==> src/rtl/mm_stage_pkg.sv <==
// Shared types for the memory-access stage.
// Word/register typedefs, MEM FSM states, writeback source select.
package mm_stage_pkg;

    typedef logic [31:0] word_t;
    typedef logic [4:0]  regbits_t;

    typedef enum logic [1:0] {
        IDLE,
        ACCESS,
        DONE
    } mmstate_t;

    typedef enum logic [1:0] {
        MTR_ALU = 2'd0,
        MTR_MEM = 2'd1,
        MTR_NPC = 2'd2
    } memtoreg_t;

    // Non-load writeback source; 3 is unused and falls back to ALUOut.
    function automatic word_t wsel(
        input memtoreg_t m,
        input word_t     alu,
        input word_t     npc
    );
        return (m == MTR_NPC) ? npc : alu;
    endfunction

endpackage

==> src/rtl/mm_stage_if.sv <==
// Data-cache request/response bundle plus coherence invalidate.
// master: stage side (drives REN/WEN/addr/store); slave: cache side.
interface mm_stage_if;
    import mm_stage_pkg::*;

    logic  dmemREN;
    logic  dmemWEN;
    word_t dmemaddr;
    word_t dmemstore;
    logic  dhit;
    word_t dmemload;
    logic  ccinv;
    word_t ccsnoopaddr;

    modport master (
        output dmemREN, dmemWEN, dmemaddr, dmemstore,
        input  dhit, dmemload, ccinv, ccsnoopaddr
    );

    modport slave (
        input  dmemREN, dmemWEN, dmemaddr, dmemstore,
        output dhit, dmemload, ccinv, ccsnoopaddr
    );

endinterface

==> src/rtl/mm_stage_link_reg.sv <==
// LL/SC link register: set by LL, killed by SC, store or snoop.
// Ports: CLK, RST, set/clr/st/snoop strobes, addresses, match out.
module mm_stage_link_reg
    import mm_stage_pkg::*;
(
    input  logic  CLK,
    input  logic  RST,
    input  logic  set,
    input  logic  clr,
    input  logic  st,
    input  logic  snoop,
    input  word_t addr,
    input  word_t snoop_addr,
    input  word_t cmp_addr,
    output logic  match
);

    word_t link_addr;
    logic  link_valid;
    word_t nxt_addr;
    logic  kill;

    // A snoop that lands with an LL must be checked against the
    // address being linked, so the invalidate beats the set.
    assign nxt_addr = set ? addr : link_addr;
    assign kill = clr
                | (st & (addr == link_addr))
                | (snoop & (snoop_addr == nxt_addr));

    always_ff @(posedge CLK or posedge RST) begin
        if (RST) begin
            link_valid <= 1'b0;
            link_addr  <= '0;
        end else begin
            if (set)
                link_addr <= addr;
            if (kill)
                link_valid <= 1'b0;
            else if (set)
                link_valid <= 1'b1;
        end
    end

    assign match = link_valid & (link_addr == cmp_addr);

endmodule

==> src/rtl/mm_stage.sv <==
// Memory stage: dcache access FSM, MEM/WB register, LL/SC link.
// Ports: EX/MEM fields in, dcache bundle (dc), WB fields and stall out.
module mm_stage
    import mm_stage_pkg::*;
#(
    parameter int MAX_WAIT = 255
) (
    input  logic       CLK,
    input  logic       RST,
    input  regbits_t   rd,
    input  logic       RegWEN,
    input  logic [1:0] MemtoReg,
    input  logic       dRENi,
    input  logic       dWENi,
    input  logic       is_ll,
    input  logic       is_sc,
    input  logic       halt,
    input  word_t      ALUOut,
    input  word_t      store,
    input  word_t      npc,
    mm_stage_if.master dc,
    output logic       mm_stall,
    output logic       wb_valid,
    output logic       wb_RegWEN,
    output regbits_t   wb_rd,
    output word_t      wb_wdat,
    output logic       wb_halt,
    output logic       mm_err
);

    localparam int CW = (MAX_WAIT > 1) ? $clog2(MAX_WAIT) : 1;

    mmstate_t  state;
    logic [CW-1:0] cnt;

    regbits_t  h_rd;
    logic      h_regwen;
    memtoreg_t h_mtr;
    word_t     h_alu;
    word_t     h_store;
    word_t     h_npc;
    logic      h_ll;
    logic      h_sc;
    logic      h_ren;
    logic      h_wen;
    logic      wb_regwen_q;

    logic idle;
    logic acc;
    logic hit;
    logic link_match;
    logic sc_fail;
    logic mem_op;

    assign idle    = (state == IDLE);
    assign acc     = (state == ACCESS);
    assign hit     = acc & dc.dhit;
    assign sc_fail = is_sc & ~link_match;
    assign mem_op  = (dRENi | dWENi) & ~sc_fail;

    mm_stage_link_reg u_link (
        .CLK        (CLK),
        .RST        (RST),
        .set        (hit & h_ll),
        .clr        ((idle & sc_fail) | (hit & h_sc)),
        .st         (hit & h_wen & ~h_sc),
        .snoop      (dc.ccinv),
        .addr       (h_alu),
        .snoop_addr (dc.ccsnoopaddr),
        .cmp_addr   (ALUOut),
        .match      (link_match)
    );

    always_ff @(posedge CLK or posedge RST) begin
        if (RST) begin
            state       <= IDLE;
            cnt         <= '0;
            h_rd        <= '0;
            h_regwen    <= 1'b0;
            h_mtr       <= MTR_ALU;
            h_alu       <= '0;
            h_store     <= '0;
            h_npc       <= '0;
            h_ll        <= 1'b0;
            h_sc        <= 1'b0;
            h_ren       <= 1'b0;
            h_wen       <= 1'b0;
            wb_valid    <= 1'b0;
            wb_regwen_q <= 1'b0;
            wb_rd       <= '0;
            wb_wdat     <= '0;
            wb_halt     <= 1'b0;
            mm_err      <= 1'b0;
        end else begin
            unique case (state)
                IDLE: begin
                    if (halt)
                        wb_halt <= 1'b1;
                    if (mem_op) begin
                        h_rd     <= rd;
                        h_regwen <= RegWEN;
                        h_mtr    <= memtoreg_t'(MemtoReg);
                        h_alu    <= ALUOut;
                        h_store  <= store;
                        h_npc    <= npc;
                        h_ll     <= is_ll;
                        h_sc     <= is_sc;
                        h_ren    <= dRENi;
                        h_wen    <= dWENi;
                        wb_valid <= 1'b0;
                        cnt      <= '0;
                        state    <= ACCESS;
                    end else begin
                        wb_valid    <= 1'b1;
                        wb_rd       <= rd;
                        wb_regwen_q <= RegWEN;
                        wb_wdat     <= sc_fail ? '0 :
                            wsel(memtoreg_t'(MemtoReg), ALUOut, npc);
                    end
                end
                ACCESS: begin
                    if (dc.dhit) begin
                        wb_valid    <= 1'b1;
                        wb_rd       <= h_rd;
                        wb_regwen_q <= h_regwen;
                        wb_wdat     <= h_ren ? dc.dmemload :
                                       h_sc  ? 32'd1 :
                                       wsel(h_mtr, h_alu, h_npc);
                        cnt         <= '0;
                        state       <= DONE;
                    end else if (cnt == CW'(MAX_WAIT - 1)) begin
                        mm_err   <= 1'b1;
                        wb_valid <= 1'b0;
                        cnt      <= '0;
                        state    <= IDLE;
                    end else begin
                        cnt <= cnt + 1'b1;
                    end
                end
                DONE: begin
                    // Upstream still presents the finished op here.
                    wb_valid <= 1'b0;
                    state    <= IDLE;
                end
                default: state <= IDLE;
            endcase
        end
    end

    assign dc.dmemREN   = acc & h_ren;
    assign dc.dmemWEN   = acc & h_wen;
    assign dc.dmemaddr  = acc ? h_alu : '0;
    assign dc.dmemstore = acc ? h_store : '0;

    assign mm_stall  = acc | (idle & mem_op);
    assign wb_RegWEN = wb_regwen_q & wb_valid;

endmodule

==> src/flat_wrapper.sv <==
// flat-port wrapper written by rule: the top's interface ports become plain ports
module mm_stage_flat import mm_stage_pkg::*;
#(
    parameter int MAX_WAIT = 255
)
  (CLK, RST, rd, RegWEN, MemtoReg, dRENi, dWENi, is_ll, is_sc, halt, ALUOut, store, npc, mm_stall, wb_valid, wb_RegWEN, wb_rd, wb_wdat, wb_halt, mm_err, dc_dmemREN, dc_dmemWEN, dc_dmemaddr, dc_dmemstore, dc_dhit, dc_dmemload, dc_ccinv, dc_ccsnoopaddr);
  mm_stage_if dc_i ();
  input  logic CLK;
  input  logic RST;
  input  regbits_t rd;
  input  logic RegWEN;
  input  logic [1:0] MemtoReg;
  input  logic dRENi;
  input  logic dWENi;
  input  logic is_ll;
  input  logic is_sc;
  input  logic halt;
  input  word_t ALUOut;
  input  word_t store;
  input  word_t npc;
  output logic mm_stall;
  output logic wb_valid;
  output logic wb_RegWEN;
  output regbits_t wb_rd;
  output word_t wb_wdat;
  output logic wb_halt;
  output logic mm_err;
  output wire logic [$bits(dc_i.dmemREN)-1:0] dc_dmemREN;
  output wire logic [$bits(dc_i.dmemWEN)-1:0] dc_dmemWEN;
  output wire logic [$bits(dc_i.dmemaddr)-1:0] dc_dmemaddr;
  output wire logic [$bits(dc_i.dmemstore)-1:0] dc_dmemstore;
  input wire logic [$bits(dc_i.dhit)-1:0] dc_dhit;
  input wire logic [$bits(dc_i.dmemload)-1:0] dc_dmemload;
  input wire logic [$bits(dc_i.ccinv)-1:0] dc_ccinv;
  input wire logic [$bits(dc_i.ccsnoopaddr)-1:0] dc_ccsnoopaddr;
  assign dc_dmemREN = dc_i.dmemREN;
  assign dc_dmemWEN = dc_i.dmemWEN;
  assign dc_dmemaddr = dc_i.dmemaddr;
  assign dc_dmemstore = dc_i.dmemstore;
  assign dc_i.dhit = dc_dhit;
  assign dc_i.dmemload = dc_dmemload;
  assign dc_i.ccinv = dc_ccinv;
  assign dc_i.ccsnoopaddr = dc_ccsnoopaddr;
  mm_stage #(.MAX_WAIT(MAX_WAIT)) u_core (.CLK(CLK), .RST(RST), .rd(rd), .RegWEN(RegWEN), .MemtoReg(MemtoReg), .dRENi(dRENi), .dWENi(dWENi), .is_ll(is_ll), .is_sc(is_sc), .halt(halt), .ALUOut(ALUOut), .store(store), .npc(npc), .dc(dc_i), .mm_stall(mm_stall), .wb_valid(wb_valid), .wb_RegWEN(wb_RegWEN), .wb_rd(wb_rd), .wb_wdat(wb_wdat), .wb_halt(wb_halt), .mm_err(mm_err));
endmodule
==> config.mk <==
export PLATFORM = sky130hd
export DESIGN_NAME = mm_stage_flat
export DESIGN_NICKNAME = d
export VERILOG_FILES = /design/src/rtl/mm_stage_pkg.sv /design/src/rtl/mm_stage_if.sv /design/src/rtl/mm_stage_link_reg.sv /design/src/rtl/mm_stage.sv /design/src/flat_wrapper.sv
export SDC_FILE = /design/constraint.sdc
export NUM_CORES = 1
export LEC_CHECK = 0
export ABC_AREA = 1
export BUFFER_PORTS_ARGS = -buffer_cell sky130_fd_sc_hd__buf_2
export CAP_MARGIN = 20
export CORE_ASPECT_RATIO = 1.25
export CORE_MARGIN = 4
export CORE_UTILIZATION = 55
export CTS_CLUSTER_SIZE = 40
export DETAILED_ROUTE_END_ITERATION = 8
export PLACE_DENSITY = 0.82
export SYNTH_ARGS = -nofsm -noshare
export SYNTH_HDL_FRONTEND = slang
export SYNTH_SLANG_ARGS = --single-unit
==> constraint.sdc <==
create_clock -name CLK -period 18.1 [get_ports CLK]
set_input_delay 1.81 -clock CLK [delete_from_list [all_inputs] [get_ports CLK]]
set_output_delay 1.81 -clock CLK [all_outputs]
set_load 0.02 [all_outputs]
# --- Word level (Yosys, flattened, before mapping) ---
# Cells that the tools add are included.
word_totals:
  output_inout_bits: 108
  ff_bits: 192
  word_cells: 99
  input_bits: 177
op_classes:
  n_eq_ne: 12
  bitwise_logic: 24
  n_reduce_logical: 11
  mux: 31
  n_addsub: 1
ops:
  columns: ["op", "count"]
  rows:
  - ["two-way mux 32 bit", 10]
  - ["== test 32 bit", 3]
  - ["one-hot mux 32 bit (2 select lines)", 1]
  - ["two-way mux 8 bit", 3]
  - ["one-hot mux 8 bit (2 select lines)", 1]
  - ["AND 1 bit", 15]
  - ["two-way mux 5 bit", 2]
  - ["one-hot mux 5 bit (2 select lines)", 1]
  - ["AND reduction 2 bit", 5]
  - ["adder 8 x 1 -> 8 bit (second input constant)", 1]
  - ["== test 8 bit (second input constant)", 1]
  - ["two-way mux 1 bit", 7]
  - ["== test 2 bit (second input constant)", 3]
  - ["two-way mux 2 bit", 3]
  - ["!= test 2 bit (second input constant)", 3]
  - ["AND reduction 3 bit", 2]
  - ["OR 1 bit", 5]
  - ["inverter 1 bit", 4]
  - ["one-hot mux 2 bit (2 select lines)", 1]
  - ["nonzero test 2 bit", 2]
  - ["!= test 3 bit (second input constant)", 1]
  - ["one-hot mux 1 bit (3 select lines)", 1]
  - ["nonzero test 3 bit", 1]
  - ["== test 2 x 1 -> 1 bit (second input constant)", 1]
  - ["2 further kinds", 2]

# --- Logic depth before layout (Yosys ltp) ---
# Gate-level depths: netlist (run 1).
logic_depth:
  ltp_word: 9
  depth_mapped: 16
  mapped_depth_nobuf: 15

# --- By module ---
# From an unflattened synthesis (run 1), not the netlist that was laid out.
hier_totals:
  hier_cells: 1655
  area_unflattened_um2: 11205.7
modules_own_cells:
  columns: ["mod", "instances", "cells_each", "area_per_inst_um2", "seq_area_each_um2"]
  rows:
  - ["mm_stage", 1, 1169, 8284.2, 3978.8]
  - ["mm_stage_link_reg", 1, 486, 2921.6, 825.8]

# --- Worst setup path before layout (run 1) ---
# OpenSTA, ideal clock, no wires.
synth_timing:
  kind: "in2out"
  from: "input ALUOut[19]"
  to: "output mm_stall"
  required_ps: 16290
  path_stages: 12
  arrival_time_ps: 3087
  setup_slack_ps: 13203
  path_buffers: 2
  cell_sequence: "inv_1 -> or2_2 -> nand3_1 -> nor2_1 -> nand2_1 -> nor2_1 -> nand2_1 -> nand2_2 -> nand3_4 -> buf_2 -> buf_4 -> nand2_1"
synth_between:
  elab_chain_len: 8
synth_lines:
  columns: ["item", "line_no", "source"]
  rows:
  - ["start: declaration", "flat_wrapper.sv:18", "input word_t ALUOut;"]
  - ["== test 32 bit", "mm_stage_link_reg.sv:44", "assign match = link_valid & (link_addr == cmp_addr);"]
  - ["AND 1 bit", "mm_stage_link_reg.sv:44", null]
  - ["inverter 1 bit", "mm_stage.sv:58", "assign sc_fail = is_sc & ~link_match;"]
  - ["AND 1 bit", "mm_stage.sv:58", null]
  - ["inverter 1 bit", "mm_stage.sv:59", "assign mem_op = (dRENi | dWENi) & ~sc_fail;"]
  - ["AND 1 bit", "mm_stage.sv:59", null]
  - ["AND 1 bit", "mm_stage.sv:155", "assign mm_stall = acc | (idle & mem_op);"]
  - ["OR 1 bit", "mm_stage.sv:155", null]
  - ["end: declaration", "flat_wrapper.sv:21", "output logic mm_stall;"]
# No other way between the ends.

# --- Worst setup path after layout (run 1) ---
layout_timing:
  from: "input ALUOut[3]"
  to: "output mm_stall"
# Same word-level chain as after synthesis.

==> impl_metrics.py, run 1 <==
metrics = {
    "status": {
        "status": "finished, final reports clean",
    },
    "worst_setup_path": {
        "r2r-start": "u_core.u_link.link_addr[5]",
        "crit-reg2reg-capture": "u_core.h_alu[1]",
        "arrival_ns": 3.65,
        "critical_path_class": "input port to output port",
        "critical_path_buf_inv_count": 3,
        "critPathTopFamily": "simple AND/OR/NAND/NOR gates",
        "ff2ff_path_depth": 13,
        "crit_chain": "buf_2 -> inv_1 -> nor2_1 -> nor3_1 -> nand3_1 -> nor2_1 -> nand2_1 -> nand2_2 -> nand3_4 -> nand2_1 -> buf_2",
        "worstPathMaxFanout": 34,
        "cp-end-kind": "output port",
        "rrSetupSlack_ns": 14.21,
        "max_stage_delay_ns": 0.59,
        "required_ns": 16.29,
        "crit_path_start_kind": "input port",
        "slowest_stage": "nand2_2",
    },
    "power": {
        "swShare": 0.480,
        "p_switching_mw": 1.09,
        "peakVddDrop_mv": 0.102,
        "clock_power_share": 0.179,
        "p_int_mw": 1.18,
        "power.leakage_nw": 7.76,
        "total_power_mw": 2.26,
        "power_frac_seq": 0.346,
        "power_density_nw_per_um2": 170,
        "p_comb_frac": 0.475,
    },
    "sta": {
        "slew_headroom": 0.375,
        "tns_ns": 0,
        "hold_violations": 0,
        "timing.fmax_mhz": 183,
        "rsz0062_at_grt": "no",
        "post-route-min-period_ns": 5.46,
        "slew_violations": 0,
        "fin_skew_ns": 0.0143,
        "finalSetupViolCount": 0,
        "worst_pin_slew_ns": 0.938,
        "timing.final.crit_share": 0.302,
    },
    "clock_tree": {
        "cts_htree_levels": 4,
        "cts_hold_buf": 0,
        "clk_latency_ns": 0.45,
        "cts_resized": 0,
        "path_clk_slew_ns": 0.07,
        "cts-root-buf": "clkbuf_16",
        "cts.sinks": 192,
        "clk_path_buf_depth": 2,
        "cts_tree": "built",
        "cts_setup_buffers": 0,
        "numCtsBuffers": 17,
    },
    "final_layout": {
        "seqCellArea_um2": 4800,
        "drive_gt1_frac": 0.184,
        "fillers": 1805,
        "area_growth_pct": 19.4,
        "finalNetCount": 2050,
        "multiInputGateArea_um2": 5150,
    },
    "floorplanning": {
        "initial_core_util": 0.558,
        "die_x_um": 135,
        "row_count": 58,
        "coreArea_um2": 20000,
        "fp.dieH_um": 167,
        "io_pins": 285,
        "dieArea_um2": 22700,
    },
    "synthesis": {
        "synth_top_area_frac": 0.430,
        "synth_edf_count": 0,
        "yosys_warnings": 0,
        "async_reset_ff_frac": 1.00,
        "syn_nets": 1818,
        "synthCells": 1636,
        "netlist_area_um2": 11200,
        "syn_area_per_cell_um2": 6.83,
        "ys_ff_latch": 192,
        "ys_types": 34,
        "synth_area_leaders": "dfrtp_1 (43%), nand2_1 (22%), inv_1 (7.6%), o21ai_0 (5.1%), nor2_1 (3.4%)",
        "synth.most_common_cell": "nand2_1",
        "synth_top_area_cell": "dfrtp_1",
        "yosys-top-cells-count": "nand2_1 (666), inv_1 (225), dfrtp_1 (192)",
        "synth_ff_type": "dfrtp_1",
        "seq_area_frac_synth": 0.430,
    },
    "hold_path": {
        "holdPathEnd": "u_core.wb_halt",
        "hold_class": "flop to flop",
        "min_from": "u_core.wb_halt",
        "hold_path_depth": 1,
    },
    "global_routing": {
        "gr-total-overflow": 0,
        "grt_max_degree": 133,
        "grt.total_usage": 0.330,
        "grt_pass1_wl_um": 58400,
        "antenna_found_initial": 9,
        "grt_pass1_vias": 11000,
    },
    "drt": {
        "via_count": 11500,
        "drt-total-wl_um": 37600,
        "drcViolationCount": 0,
        "avgRoutedWirePerCell_um": 17.5,
        "drtPass1Iterations": 5,
        "ant_nets": 0,
        "routed_via_density": 5.33,
        "drt_iter0_markers": 1006,
    },
    "placement": {
        "portBuffers": 284,
        "place_congestion": 0.963,
        "dp_hpwl_um": 27300,
    },
    "job": {
        "max-cap-violations": 0,
    },
}
[per-stage QoR]
step,cells,setup slack [ns],cell area [um2],hold slack [ns],util
CTS,2150,12.69,13300,0.465,0.664
global route,2156,12.48,13300,0.489,0.666
detailed placement,2118,12.70,12700,0.443,0.632
finish,2156,12.64,13300,0.458,0.666
global placement,2118,12.72,12700,0.436,0.632
floorplan,1636,11.06,11200,0.442,-
[kinds of logic (layout without fill, tap and decap cells)]
kind of cell | after synthesis | count (layout) | share of synthesized area
flops | 192 | 192 | 0.430
simple gates | 870 | 870 | 0.313
compound gates | 211 | 211 | 0.105
xor+xnor | 46 | 46 | 0.0361
fa+ha+maj | 5 | 5 | 0.00560
other cells | 0 | 5 | 0
buf+inv | 312 | 557 | 0.111
[routing by layer]
layer | up-vias | track usage | share of wire
met2 | 560 | 0.542 | 0.48
met5 | - | 0 | 0.0013
met3 | 129 | 0.0859 | 0.087
li1 | 5529 | - | -
met1 | 5269 | 0.390 | 0.37
met4 | 8 | 0.189 | 0.061
[worst max-delay path by stage]
stage / from / end / cells past startpoint
global placement: ALUOut[3] / mm_stall / 11
floorplan: RST / u_core.cnt[0] / 1
CTS: ALUOut[3] / mm_stall / 11
finish: ALUOut[3] / mm_stall / 11
global route: ALUOut[3] / mm_stall / 11
detailed placement: ALUOut[3] / mm_stall / 11
[cell usage in the layout (no fill, tap or decap), types with 6 or more instances in the layout]
cell type    n
nor3_1      12
nor2_1     101
clkbuf_16   17
inv_8        6
o21ai_1     36
buf_4       11
nand3_1     23
xnor2_1     28
a211oi_1    12
nand2_1    666
dfrtp_1    192
o21ai_0    113
nand4_1     50
xor2_1      18
inv_1      224
a21oi_1     21
or2_2        7
o211ai_1    18
buf_2      284
[sequential cells by signal, summed over array words and instances (netlist names), 2 cells and up]
signal                   count
u_core.cnt                   8
u_core.h_rd                  5
u_core.wb_wdat              32
u_core.h_store              32
u_core.h_alu                32
u_core.h_npc                32
u_core.wb_rd                 5
u_core.u_link.link_addr     32
u_core.state                 2
u_core.h_mtr                 2
[final cells by class]
class                           instances  area share
Timing Repair Buffer                  296       0.115
Clock inverter                         14      0.0144
Multi-Input combinational cell       1132       0.386
Sequential cell                       192       0.360
Antenna cell                            5    0.000938
Inverter                              229      0.0650
Tap cell                              270      0.0253
Clock buffer                           18      0.0329
[power groups by stage]
stage / clock network, mW / registers, mW / logic (mW)
after floorplan: 0 / 0.774 / 0.731
after global placement: 0 / 0.781 / 1.04
after detailed placement: 0 / 0.784 / 1.06
after CTS: 0.408 / 0.779 / 1.07
after global routing: 0.427 / 0.803 / 1.20
final: 0.406 / 0.783 / 1.08
(Power assumes the default switching activity.)
==> inputs of run 2 (changes only) <==
- ABC_AREA: 1 -> 0
- CORE_UTILIZATION: 55 -> 54
- PLACE_DENSITY: 0.82 -> 0.81
- clock period: 18.1 -> 5.5 ns (I/O delays scaled with it)
==> impl_metrics.py, run 2 <==
metrics = {
    "status": {
        "status": "finished, final reports clean",
    },
    "synthesis": {
        "yosys-top-cells-count": "dfrtp_1 (192), nand2_1 (90), mux2i_1 (88)",
        "ys_ff_latch": 192,
        "synth.most_common_cell": "dfrtp_1",
        "async_reset_ff_frac": 1.00,
        "yosys_warnings": 0,
        "synth_top_area_cell": "dfrtp_1",
        "synth_area_leaders": "dfrtp_1 (44%), mux2_2 (8.7%), mux2i_1 (8.1%), mux2_1 (4.0%), xnor2_1 (4.0%)",
        "syn_nets": 1255,
        "netlist_area_um2": 10900,
        "synth_top_area_frac": 0.441,
        "syn_area_per_cell_um2": 10.1,
        "synth_edf_count": 0,
        "ys_types": 59,
        "synth_ff_type": "dfrtp_1",
        "synthCells": 1073,
        "seq_area_frac_synth": 0.441,
    },
    "power": {
        "power_density_nw_per_um2": 584,
        "power.leakage_nw": 6.28,
        "peakVddDrop_mv": 0.256,
    },
    "clock_tree": {
        "cts_resized": 0,
        "cts_tree": "built",
        "numCtsBuffers": 17,
        "cts_setup_buffers": 0,
        "clk_latency_ns": 0.43,
        "cts_hold_buf": 0,
        "clk_path_buf_depth": 2,
        "cts-root-buf": "clkbuf_16",
        "cts_htree_levels": 4,
        "path_clk_slew_ns": 0.08,
        "cts.sinks": 192,
    },
    "placement": {
        "place_congestion": 1.00,
        "dp_hpwl_um": 25000,
        "portBuffers": 284,
        "placed_area_um2": 12500,
        "placed_cells": 1577,
    },
    "worst_setup_path": {
        "cp-end-kind": "output port",
        "arrival_ns": 3.18,
        "ff2ff_path_depth": 9,
        "worstPathMaxFanout": 36,
        "critical_path_class": "flop to output port",
        "required_ns": 4.95,
        "crit_path_start_kind": "flop",
    },
    "final_layout": {
        "finalNetCount": 1514,
        "final_common_cell": "buf_2",
        "instances_no_fill": 1612,
        "fin_area_um2": 13200,
        "fin_util": 0.671,
        "drive_gt1_frac": 0.320,
        "area_growth_pct": 20.9,
        "most-common-layout-cells": "buf_2 (285), dfrtp_1 (192), nand2_1 (90), mux2i_1 (88), mux2_2 (84)",
    },
    "sta": {
        "slew_violations": 0,
        "fin_skew_ns": 0.0108,
        "post-route-min-period_ns": 3.73,
        "worst_pin_slew_ns": 1.08,
        "rsz0062_at_grt": "no",
        "hold_violations": 0,
        "tns_ns": 0,
        "timing.final.crit_share": 0.679,
        "finalSetupViolCount": 0,
        "timing.fmax_mhz": 268,
        "slew_headroom": 0.277,
    },
    "global_routing": {
        "antenna_found_initial": 2,
        "grt.total_usage": 0.300,
        "gr-total-overflow": 0,
        "grt_pass1_vias": 9503,
        "grt_max_degree": 193,
        "grt_pass1_wl_um": 52800,
    },
    "floorplanning": {
        "coreArea_um2": 19600,
        "fp.dieH_um": 167,
        "die_x_um": 135,
        "dieArea_um2": 22500,
        "io_pins": 285,
        "initial_core_util": 0.555,
        "row_count": 57,
    },
    "drt": {
        "via_count": 9099,
        "drcViolationCount": 0,
        "drt_iter0_markers": 852,
        "routed_via_density": 5.64,
        "drtPass1Iterations": 5,
        "drt-total-wl_um": 33600,
        "ant_nets": 0,
        "avgRoutedWirePerCell_um": 20.9,
    },
    "job": {
        "max-cap-violations": 0,
    },
    "hold_path": {
        "hold_class": "input port to flop",
        "hold_path_depth": 2,
    },
}
[run 2: changes by cell type in the layout (fill, tap and decap cells not counted), moves of 46 or more]
cell,previous run,this run
nand2_1,666,90
inv_1,224,77
mux2i_1,0,88
mux2_2,0,84
and2_1,0,68
o21ai_0,113,57
nor2_1,101,55
[run 2: final timing paths]
check | from | endpoint | slack [ns]
max | u_core.u_link.link_addr[24] | mm_stall | 1.77
min in group asynchronous | RST | u_core.wb_wdat[15] | 0.39
min | halt | u_core.wb_halt | 0.33
max in group asynchronous | RST | u_core.h_alu[3] | 4.29
min reg2reg | u_core.wb_halt | u_core.wb_halt | 0.47
max reg2reg | u_core.state[1] | u_core.wb_rd[3] | 2.10
[run 2: kinds of logic (layout without fill, tap and decap cells)]
kind of cell / after synthesis / count (layout) / share of synthesized area
buffers and inverters: 137 / 409 / 0.0552
muxes: 211 / 211 / 0.208
other: 0 / 2 / 0
and+or+nand+nor: 278 / 278 / 0.128
xor gates and xnor gates: 86 / 86 / 0.0692
DFF: 192 / 192 / 0.441
adders and majority gates: 5 / 5 / 0.00575
AOI/OAI and AO/OA: 164 / 164 / 0.0922
[run 2: layout make-up]
type                    instances  area [um2]
diodes                          2        5.00
clock buffers                  18         439
clock inverters                14         195
fillers                      1567        6450
inverters                      78         297
multi-input cells             744        5530
flip-flops and latches        192        4800
well taps                     265         332
repair buffers                299        1560
[run 2: stage by stage]
| stage | setup slack [ns] | hold slack, ns | power (mW) |
|---|---|---|---|
| after floorplan | 2.47 | 0.449 | 5.12 |
| after global placement | 2.01 | 0.436 | 6.22 |
| after detailed placement | 2.01 | 0.450 | 6.32 |
| after CTS | 1.78 | 0.309 | 7.69 |
| after global routing | 1.63 | 0.307 | 8.15 |
| final | 1.77 | 0.325 | 7.69 |
[run 2: power by group]
group	leakage, nW	internal [mW]	total (mW)	switching, mW
sequential	2.33	2.07	2.72	0.650
combinational	3.65	1.57	3.63	2.06
clock	0.306	0.747	1.34	0.594
total	6.28	4.39	7.69	3.30
[run 2: per-layer routing]
layer / up-vias / global-route usage / routed length [um]
met3: 75 / 0.0528 / 2080
li1: 4193 / - / -
met1: 4461 / 0.395 / 13900
met5: - / 0 / 0
met2: 370 / 0.493 / 16400
met4: 0 / 0.117 / 1190
[run 2: worst max-delay path, stage by stage, from the launching register on]
cell	delay, ns
dfrtp_1	0.47
xnor2_1	0.33
nand4_1	0.13
or4_4	0.59
o31ai_4	0.27
and2b_4	0.56
or2_2	0.21
buf_2	0.15
==> inputs of run 3 (changes only) <==
- clock period: 5.5 -> 3.5 ns (I/O delays scaled with it)
==> impl_metrics.py, run 3 (synthesized netlist as in run 2, its figures left out) <==
metrics = {
    "drt": {
        "drcViolationCount": 0,
        "routed_via_density": 5.69,
        "via_count": 9217,
        "drt_iter0_markers": 829,
        "avgRoutedWirePerCell_um": 21.0,
        "drtPass1Iterations": 5,
        "ant_nets": 0,
        "drt-total-wl_um": 34100,
    },
    "global_routing": {
        "gr-total-overflow": 0,
        "grt.total_usage": 0.304,
        "grt_pass1_wl_um": 53100,
        "antenna_found_initial": 1,
        "grt_max_degree": 72,
        "grt_pass1_vias": 9436,
    },
    "floorplanning": {
        "coreArea_um2": 19600,
        "row_count": 57,
        "fp.dieH_um": 167,
        "io_pins": 285,
        "dieArea_um2": 22500,
        "initial_core_util": 0.555,
        "die_x_um": 135,
    },
    "final_layout": {
        "most-common-layout-cells": "buf_2 (284), dfrtp_1 (192), nand2_1 (90), mux2i_1 (88), mux2_2 (84)",
        "finalNetCount": 1524,
        "fillers": 1550,
        "area_growth_pct": 21.9,
        "final_common_cell": "buf_2",
        "fin_util": 0.677,
        "drive_gt1_frac": 0.323,
    },
    "clock_tree": {
        "path_clk_slew_ns": 0.07,
        "cts-root-buf": "clkbuf_16",
        "cts_tree": "built",
        "clk_path_buf_depth": 2,
        "cts_htree_levels": 4,
        "cts_resized": 0,
        "cts.sinks": 192,
        "clk_latency_ns": 0.44,
        "numCtsBuffers": 17,
    },
    "power": {
        "power.leakage_nw": 6.34,
        "total_power_mw": 12.1,
        "peakVddDrop_mv": 0.452,
        "power_density_nw_per_um2": 912,
    },
    "placement": {
        "portBuffers": 284,
        "place_congestion": 1.02,
        "dp_hpwl_um": 25800,
    },
    "hold_path": {
        "holdPathEnd": "u_core.wb_halt",
        "min_from": "halt",
        "hold_path_depth": 2,
        "hold_class": "input port to flop",
    },
    "sta": {
        "slew_violations": 0,
        "worst_pin_slew_ns": 0.937,
        "timing.fmax_mhz": 317,
        "timing.final.crit_share": 0.902,
        "hold_violations": 0,
        "slew_headroom": 0.374,
        "tns_ns": 0,
        "rsz0062_at_grt": "no",
        "fin_skew_ns": 0.0130,
        "finalSetupViolCount": 0,
        "post-route-min-period_ns": 3.16,
        "finalHoldWorstSlack_ns": 0.118,
    },
    "worst_setup_path": {
        "r2r-start": "u_core.state[1]",
        "max_stage_delay_ns": 0.57,
        "slowest_stage": "or4_4",
        "cp-end-kind": "output port",
        "worstPathMaxFanout": 5,
        "arrival_ns": 2.81,
        "required_ns": 3.15,
        "crit_chain": "xnor2_1 -> nand4_1 -> or4_4 -> o31ai_4 -> and2b_4 -> or2_2 -> buf_2",
        "critical_path_class": "flop to output port",
        "crit_start": "u_core.u_link.link_addr[11]",
        "rrSetupSlack_ns": 0.40,
        "ff2ff_path_depth": 8,
        "crit-reg2reg-capture": "u_core.wb_wdat[25]",
        "crit_path_start_kind": "flop",
    },
    "job": {
        "max-cap-violations": 0,
    },
    "status": {
        "status": "finished, final reports clean",
    },
}
==> run 3: how the worst max path moves through the flow <==
| stage | to | slack, ns | cells after the start |
|---|---|---|---|
| 3_3_place_gp | u_core.wb_wdat[22] | 0.46 | 8 |
| 5_1_grt | u_core.wb_wdat[26] | 0.13 | 8 |
| 6_report | mm_stall | 0.34 | 7 |
| 2_1_floorplan | u_core.cnt[0] | 0.67 | 1 |
| 4_1_cts | mm_stall | 0.34 | 7 |
| 3_5_place_dp | u_core.wb_wdat[24] | 0.38 | 8 |
==> run 3: report_power, final <==
part / internal, mW / switching [mW] / total [mW] / leakage, nW
Combinational: 2.50 / 3.26 / 5.75 / 3.71
Sequential: 3.26 / 1.01 / 4.27 / 2.33
Clock: 1.17 / 0.914 / 2.08 / 0.302
Total: 6.92 / 5.18 / 12.1 / 6.34
==> run 3: layout make-up <==
cell class	instances	area (um2)	area share
diodes	1	2.50	0.000189
inverters	78	297	0.0223
well taps	265	332	0.0250
clock inverters	12	176	0.0133
multi-input cells	744	5530	0.416
clock buffers	20	447	0.0337
flip-flops and latches	192	4800	0.362
repair buffers	309	1690	0.127
==> run 3: per-stage QoR <==
step                      area (um2)  std cells  setup slack [ns]
after global placement         12600       1586             0.463
after global routing           13300       1621             0.127
after CTS                      13200       1618             0.338
final                          13300       1621             0.345
after detailed placement       12600       1586             0.383
after floorplan                10900       1073             0.674
==> run 3: repair_timing <==
item	4_1_cts	5_1_grt
setup buffers	0	0
endpoints found under the hold margin	0	6
hold buffers	0	1
==> run 3: metal layers <==
layer  track usage  wire length (um)
met3        0.0576              2330
met2         0.506             16800
met4         0.115              1190
met1         0.395             13800
met5             0                 0
==> run 3: critical path, delay by kind of cell (launching register included) <==
family,cells,cell delay [ns]
and+or+nand+nor,4,1.09
DFF,1,0.45
xor gates and xnor gates,1,0.36
AOI/OAI and AO/OA,1,0.28
buffers and inverters,1,0.19
